File: src/rtl/mk8_pio_pulse_master.sv
// mk8_pio_pulse_master
// Avalon-MM master that pulses PIO output lanes: it writes PULSE_MASK to the
// slave's bit-set alias, waits HOLD_CYCLES clocks, then writes PULSE_MASK to
// the bit-clear alias and pulses done.
// Optional feature: define MK8_PIO_PULSE_READBACK_EN to read the PIO back
// after each write and flag a lane mismatch on the sticky err output.
module mk8_pio_pulse_master #(
    parameter int unsigned HOLD_CYCLES = 16,
    parameter logic [31:0] PULSE_MASK  = 32'h0000_0001,
    parameter logic [2:0]  SET_ADDR    = 3'd4,
    parameter logic [2:0]  CLR_ADDR    = 3'd5
) (
    input  logic        clk,
    input  logic        reset,
    input  logic        start,
    output logic        busy,
    output logic        done,
    output logic        err,
    output logic [2:0]  avm_address,
    output logic        avm_chipselect,
    output logic        avm_write_n,
    output logic        avm_read,
    output logic [31:0] avm_writedata,
    input  logic [31:0] avm_readdata,
    input  logic        avm_waitrequest
);

    typedef enum logic [2:0] {
        S_IDLE,
        S_SET_WR,
        S_SET_RD,
        S_HOLD,
        S_CLR_WR,
        S_CLR_RD,
        S_DONE
    } state_t;

    typedef struct packed {
        logic        chipselect;
        logic        write_n;
        logic        read;
        logic [2:0]  address;
        logic [31:0] writedata;
    } bus_t;

    localparam bus_t BUS_IDLE = '{chipselect: 1'b0, write_n: 1'b1, read: 1'b0,
                                  address: 3'd0, writedata: 32'd0};

    // A hold of zero clocks is treated as one clock.
    localparam logic [15:0] HOLD_LOAD = (HOLD_CYCLES == 0) ? 16'd1 : HOLD_CYCLES[15:0];

    state_t      state_q, state_d;
    logic [15:0] cnt_q, cnt_d;
    logic        err_q, err_d;
    logic        busy_q, busy_d;
    logic        done_q, done_d;
    bus_t        bus_q, bus_d;

`ifndef MK8_PIO_PULSE_READBACK_EN
    // Read data is only consumed by the readback build.
    logic unused_readdata;
    assign unused_readdata = ^avm_readdata;
`endif

    // Next-state, hold counter and sticky error; a stalled transfer keeps its state.
    always_comb begin
        // NOTE: every variable gets a default first so no path leaves it unassigned,
        // which would otherwise infer a latch.
        state_d = state_q;
        cnt_d   = cnt_q;
        err_d   = err_q;
        case (state_q)
            S_IDLE: begin
                if (start) begin
                    state_d = S_SET_WR;
                    err_d   = 1'b0;
                end
            end
            S_SET_WR: begin
                if (!avm_waitrequest) begin
`ifdef MK8_PIO_PULSE_READBACK_EN
                    state_d = S_SET_RD;
`else
                    state_d = S_HOLD;
                    cnt_d   = HOLD_LOAD;
`endif
                end
            end
`ifdef MK8_PIO_PULSE_READBACK_EN
            S_SET_RD: begin
                if (!avm_waitrequest) begin
                    if ((avm_readdata & PULSE_MASK) != PULSE_MASK) err_d = 1'b1;
                    state_d = S_HOLD;
                    cnt_d   = HOLD_LOAD;
                end
            end
`endif
            S_HOLD: begin
                cnt_d = cnt_q - 16'd1;
                if (cnt_q <= 16'd1) begin
                    state_d = S_CLR_WR;
                    cnt_d   = 16'd0;
                end
            end
            S_CLR_WR: begin
                if (!avm_waitrequest) begin
`ifdef MK8_PIO_PULSE_READBACK_EN
                    state_d = S_CLR_RD;
`else
                    state_d = S_DONE;
`endif
                end
            end
`ifdef MK8_PIO_PULSE_READBACK_EN
            S_CLR_RD: begin
                if (!avm_waitrequest) begin
                    if ((avm_readdata & PULSE_MASK) != 32'd0) err_d = 1'b1;
                    state_d = S_DONE;
                end
            end
`endif
            S_DONE:  state_d = S_IDLE;
            default: state_d = S_IDLE;
        endcase
    end

    // Outputs are decoded from the next state so they leave the flops aligned with it.
    always_comb begin
        bus_d  = BUS_IDLE;
        busy_d = (state_d != S_IDLE);
        done_d = (state_d == S_DONE);
        case (state_d)
            S_SET_WR: begin
                bus_d.chipselect = 1'b1;
                bus_d.write_n    = 1'b0;
                bus_d.address    = SET_ADDR;
                bus_d.writedata  = PULSE_MASK;
            end
            S_CLR_WR: begin
                bus_d.chipselect = 1'b1;
                bus_d.write_n    = 1'b0;
                bus_d.address    = CLR_ADDR;
                bus_d.writedata  = PULSE_MASK;
            end
`ifdef MK8_PIO_PULSE_READBACK_EN
            S_SET_RD, S_CLR_RD: begin
                bus_d.chipselect = 1'b1;
                bus_d.read       = 1'b1;
            end
`endif
            default: bus_d = BUS_IDLE;
        endcase
    end

    // State and output registers; reset forces the bus idle immediately.
    always_ff @(posedge clk or posedge reset) begin
        // NOTE: reset is asynchronous, so every flop here is cleared the moment
        // reset rises, even in the middle of a stalled transfer.
        if (reset) begin
            state_q <= S_IDLE;
            cnt_q   <= 16'd0;
            err_q   <= 1'b0;
            busy_q  <= 1'b0;
            done_q  <= 1'b0;
            bus_q   <= BUS_IDLE;
        end else begin
            // NOTE: non-blocking assignments so all flops update together from
            // the values computed before this edge.
            state_q <= state_d;
            cnt_q   <= cnt_d;
            err_q   <= err_d;
            busy_q  <= busy_d;
            done_q  <= done_d;
            bus_q   <= bus_d;
        end
    end

    assign busy           = busy_q;
    assign done           = done_q;
    assign err            = err_q;
    assign avm_chipselect = bus_q.chipselect;
    assign avm_write_n    = bus_q.write_n;
    assign avm_read       = bus_q.read;
    assign avm_address    = bus_q.address;
    assign avm_writedata  = bus_q.writedata;

endmodule

File: config.mk
export PLATFORM = sky130hd
export DESIGN_NAME = mk8_pio_pulse_master
export DESIGN_NICKNAME = d
export VERILOG_FILES = /design/src/rtl/mk8_pio_pulse_master.sv
export SDC_FILE = /design/constraint.sdc
export NUM_CORES = 1
export LEC_CHECK = 0
export ABC_CLOCK_PERIOD_IN_PS = 4400
export BUFFER_PORTS_ARGS = -buffer_cell sky130_fd_sc_hd__buf_2
export CAP_MARGIN = 20
export CORE_MARGIN = 5
export CORE_UTILIZATION = 45
export DETAILED_ROUTE_END_ITERATION = 8
export PLACE_DENSITY = 0.83
export REMOVE_ABC_BUFFERS = 1
export SYNTH_ARGS = -nofsm -noshare
export SYNTH_HDL_FRONTEND = slang
export SYNTH_SLANG_ARGS = --single-unit
export TNS_END_PERCENT = 1
File: constraint.sdc
create_clock -name clk -period 4.4 [get_ports clk]
set_input_delay 0.44 -clock clk [delete_from_list [all_inputs] [get_ports clk]]
set_output_delay 0.44 -clock clk [all_outputs]
set_load 0.01 [all_outputs]
==> flow_summary.json <==
{
  "outcome": "finished clean",
  "skew_ns": 0.006231,
  "synth_area_leaders": "dfrtp_1 (39%), buf_4 (18%), a31oi_1 (4.6%), nor2_1 (3.5%), a21oi_1 (3.4%)",
  "grt_use_total_pct": 13.03,
  "yosys.cell_count.top_type": "buf_4",
  "synthArstFlopShare_pct": 100.0,
  "dieArea_um2": 4569,
  "ir_worst_vdd_mv": 0.3385,
  "finalCritPeriodShare_pct": 50.96,
  "synth-edff-count": 0,
  "cp_data_arrival_time_ns": 2.44,
  "initialDrtViolationCount": 46,
  "final_layout_size_suffix_gt1_share_pct": 10.73,
  "wl_per_cell_um": 12.36,
  "yosysSeqAreaShare_pct": 40.32,
  "grt_pass1_wl_um": 4540,
  "crit_start": "cnt_q[4]$_DFFE_PP0P_",
  "overflow": 0,
  "htreeDepth": 1,
  "hold_path.class": "in2async",
  "maxCapViolCount": 0,
  "area_growth_pct": -1.258,
  "total_power_uw": 990.7,
  "cts_buffers": 3,
  "crit_required_ns": 4.60,
  "core.rowCount": 21,
  "yosys-top-cells-count": "buf_4 (36), dfrtp_1 (23), nor2_1 (14)",
  "reg2reg_to": "cnt_q[10]$_DFFE_PP0P_",
  "slew_violations": 0,
  "grt_pass1_vias": 1028,
  "power_density_nw_per_um2": 672.2,
  "worst_slew_pin_slew_ns": 0.9043,
  "drc": 0,
  "finalCriticalPeriod_ns": 2.242,
  "num-nets-final": 216,
  "numClockSinks": 24,
  "root_buffer": "clkbuf_4",
  "first_pass_iters": 4,
  "antenna_found_initial": 0,
  "antenna_left": 0,
  "num_antenna_cells": 0,
  "synth_area_um2": 1493,
  "grt_max_degree": 25,
  "ys.flop_type": "dfrtp_1",
  "endpoint": "cnt_q[10]$_DFFE_PP0P_",
  "cts-hold-fix-buffers": 0,
  "worstSetupEndpointType": "flip-flop",
  "place_congestion": 0.7998,
  "wirelength_um": 2757,
  "clk_latency_ns": 0.32,
  "post_cts_resized": 0,
  "initial_core_util_pct": 45.45,
  "die_h_um": 67.60,
  "path_clk_slew_ns": 0.13,
  "synth_top_area_cell": "dfrtp_1",
  "syn_inst": 169,
  "critPathMaxFanout": 7,
  "yosysWarningCount": 0,
  "synth_area_per_cell_um2": 8.832,
  "maxSlewHeadroom_pct": 39.65,
  "leakage_uw": 0.0007008,
  "hpwl_um": 1962,
  "grt_setup_unrepaired": "false",
  "io_pins": 77,
  "chipWidth_um": 67.60,
  "final.setup.tns_ns": 0,
  "numPortBuffers": 10,
  "vias": 1124,
  "setup_viol": 0,
  "hold_viol": 0,
  "ys_ff_latch": 24,
  "start_kind": "flip-flop",
  "fmax_mhz": 446.0,
  "synth_top_area_share_pct": 38.56,
  "avgViaCountPerCell": 5.040,
  "r2r_slack_ns": 2.16,
  "crit_type": "reg2reg",
  "core_area_um2": 3284,
  "rr_startpoint": "cnt_q[4]$_DFFE_PP0P_",
  "ys_types": 36,
  "r2r_cells": 5,
  "post_cts_buffers": 0,
  "cts_tree": "yes",
  "cts_buffer_depth": 2
}
[worst max-delay path: stages, from the launching register on]
cell      delay (ns)
dfrtp_1         0.46
or4_4           0.60
nor2_1          0.24
nand4_1         0.31
nand3_1         0.34
o311ai_0        0.17
[placed cells by master (no fill, tap or decap), types with 2 or more instances in the layout]
cell      count
nor3_1        5
a21oi_1      10
nand2_1      13
nand2b_1      2
dfrtp_1      23
o21a_1        2
conb_1       34
buf_2        10
nor2_1       14
o22ai_1       4
or4_1         3
ha_1          2
clkbuf_4      3
or4_4         2
xnor2_1       2
o31ai_1       3
a41oi_1       2
a31oi_1      11
o311ai_0      2
nand3_1       3
o21ai_0       7
inv_1         7
[report_power, final]
| part | internal [uW] | leakage (uW) | switching, uW | total, uW |
|---|---|---|---|---|
| logic | 175 | 0.000380 | 294 | 469 |
| registers | 305 | 0.000300 | 100 | 405 |
| clock network | 50.6 | 0.0000210 | 66.2 | 117 |
| total | 531 | 0.000701 | 460 | 991 |
[worst min path at each step]
stage	from	to	slack [ns]
after global routing	avm_waitrequest	done$_DFF_PP0_	0.34
after CTS	reset	cnt_q[3]$_DFFE_PP0P_	0.31
after floorplan	cnt_q[11]$_DFFE_PP0P_	cnt_q[11]$_DFFE_PP0P_	0.44
final	reset	cnt_q[1]$_DFFE_PP0P_	0.29
after detailed placement	cnt_q[15]$_DFFE_PP0P_	cnt_q[15]$_DFFE_PP0P_	0.47
after global placement	cnt_q[11]$_DFFE_PP0P_	cnt_q[11]$_DFFE_PP0P_	0.47
[state kept, by name, indices dropped and copies added, names as in the netlist]
signal / cells
avm_address: 1
state_q: 3
avm_chipselect: 1
cnt_q: 16
avm_write_n: 1
done: 1
busy: 1
[through the flow]
step                      setup slack (ns)  hold WS (ns)  utilization, %  std cells  instance area, um^2
after floorplan                      2.148        0.4432               -        162                 1323
after global placement               2.274        0.4688           43.77        219                 1438
after detailed placement             2.213        0.4738           43.77        219                 1438
after CTS                            2.204        0.3099           44.88        223                 1474
after global routing                 1.965        0.3423           44.88        223                 1474
final                                2.158        0.2906           44.88        223                 1474
[layer usage]
| layer | part of all wire, % | track usage [%] | up-vias |
|---|---|---|---|
| met2 | 46 | 21.14 | 39 |
| met5 | 0 | 0 | - |
| met1 | 46 | 16.85 | 537 |
| met4 | 1.6 | 4.557 | 0 |
| li1 | - | - | 544 |
| met3 | 7.0 | 2.995 | 4 |
[kinds of logic after synthesis]
family	Yosys count	synth area share [%]
adder cells (fa/ha/maj)	2	1.676
other	1	0.2512
AND/OR/NAND/NOR	48	16.18
XOR/XNOR	2	1.174
buffers and inverters	47	21.46
flip-flops	24	40.32
AO/OA/AOI/OAI	45	18.94
[final cells by class]
cell class	count	area [um^2]
timing repair buffer	11	57.56
sequential	24	601.8
tap	46	57.56
inverter	7	26.28
clock buffer	4	36.28
fill	327	1810
multi-input combinational	131	694.4
(Power assumes the default switching activity.)
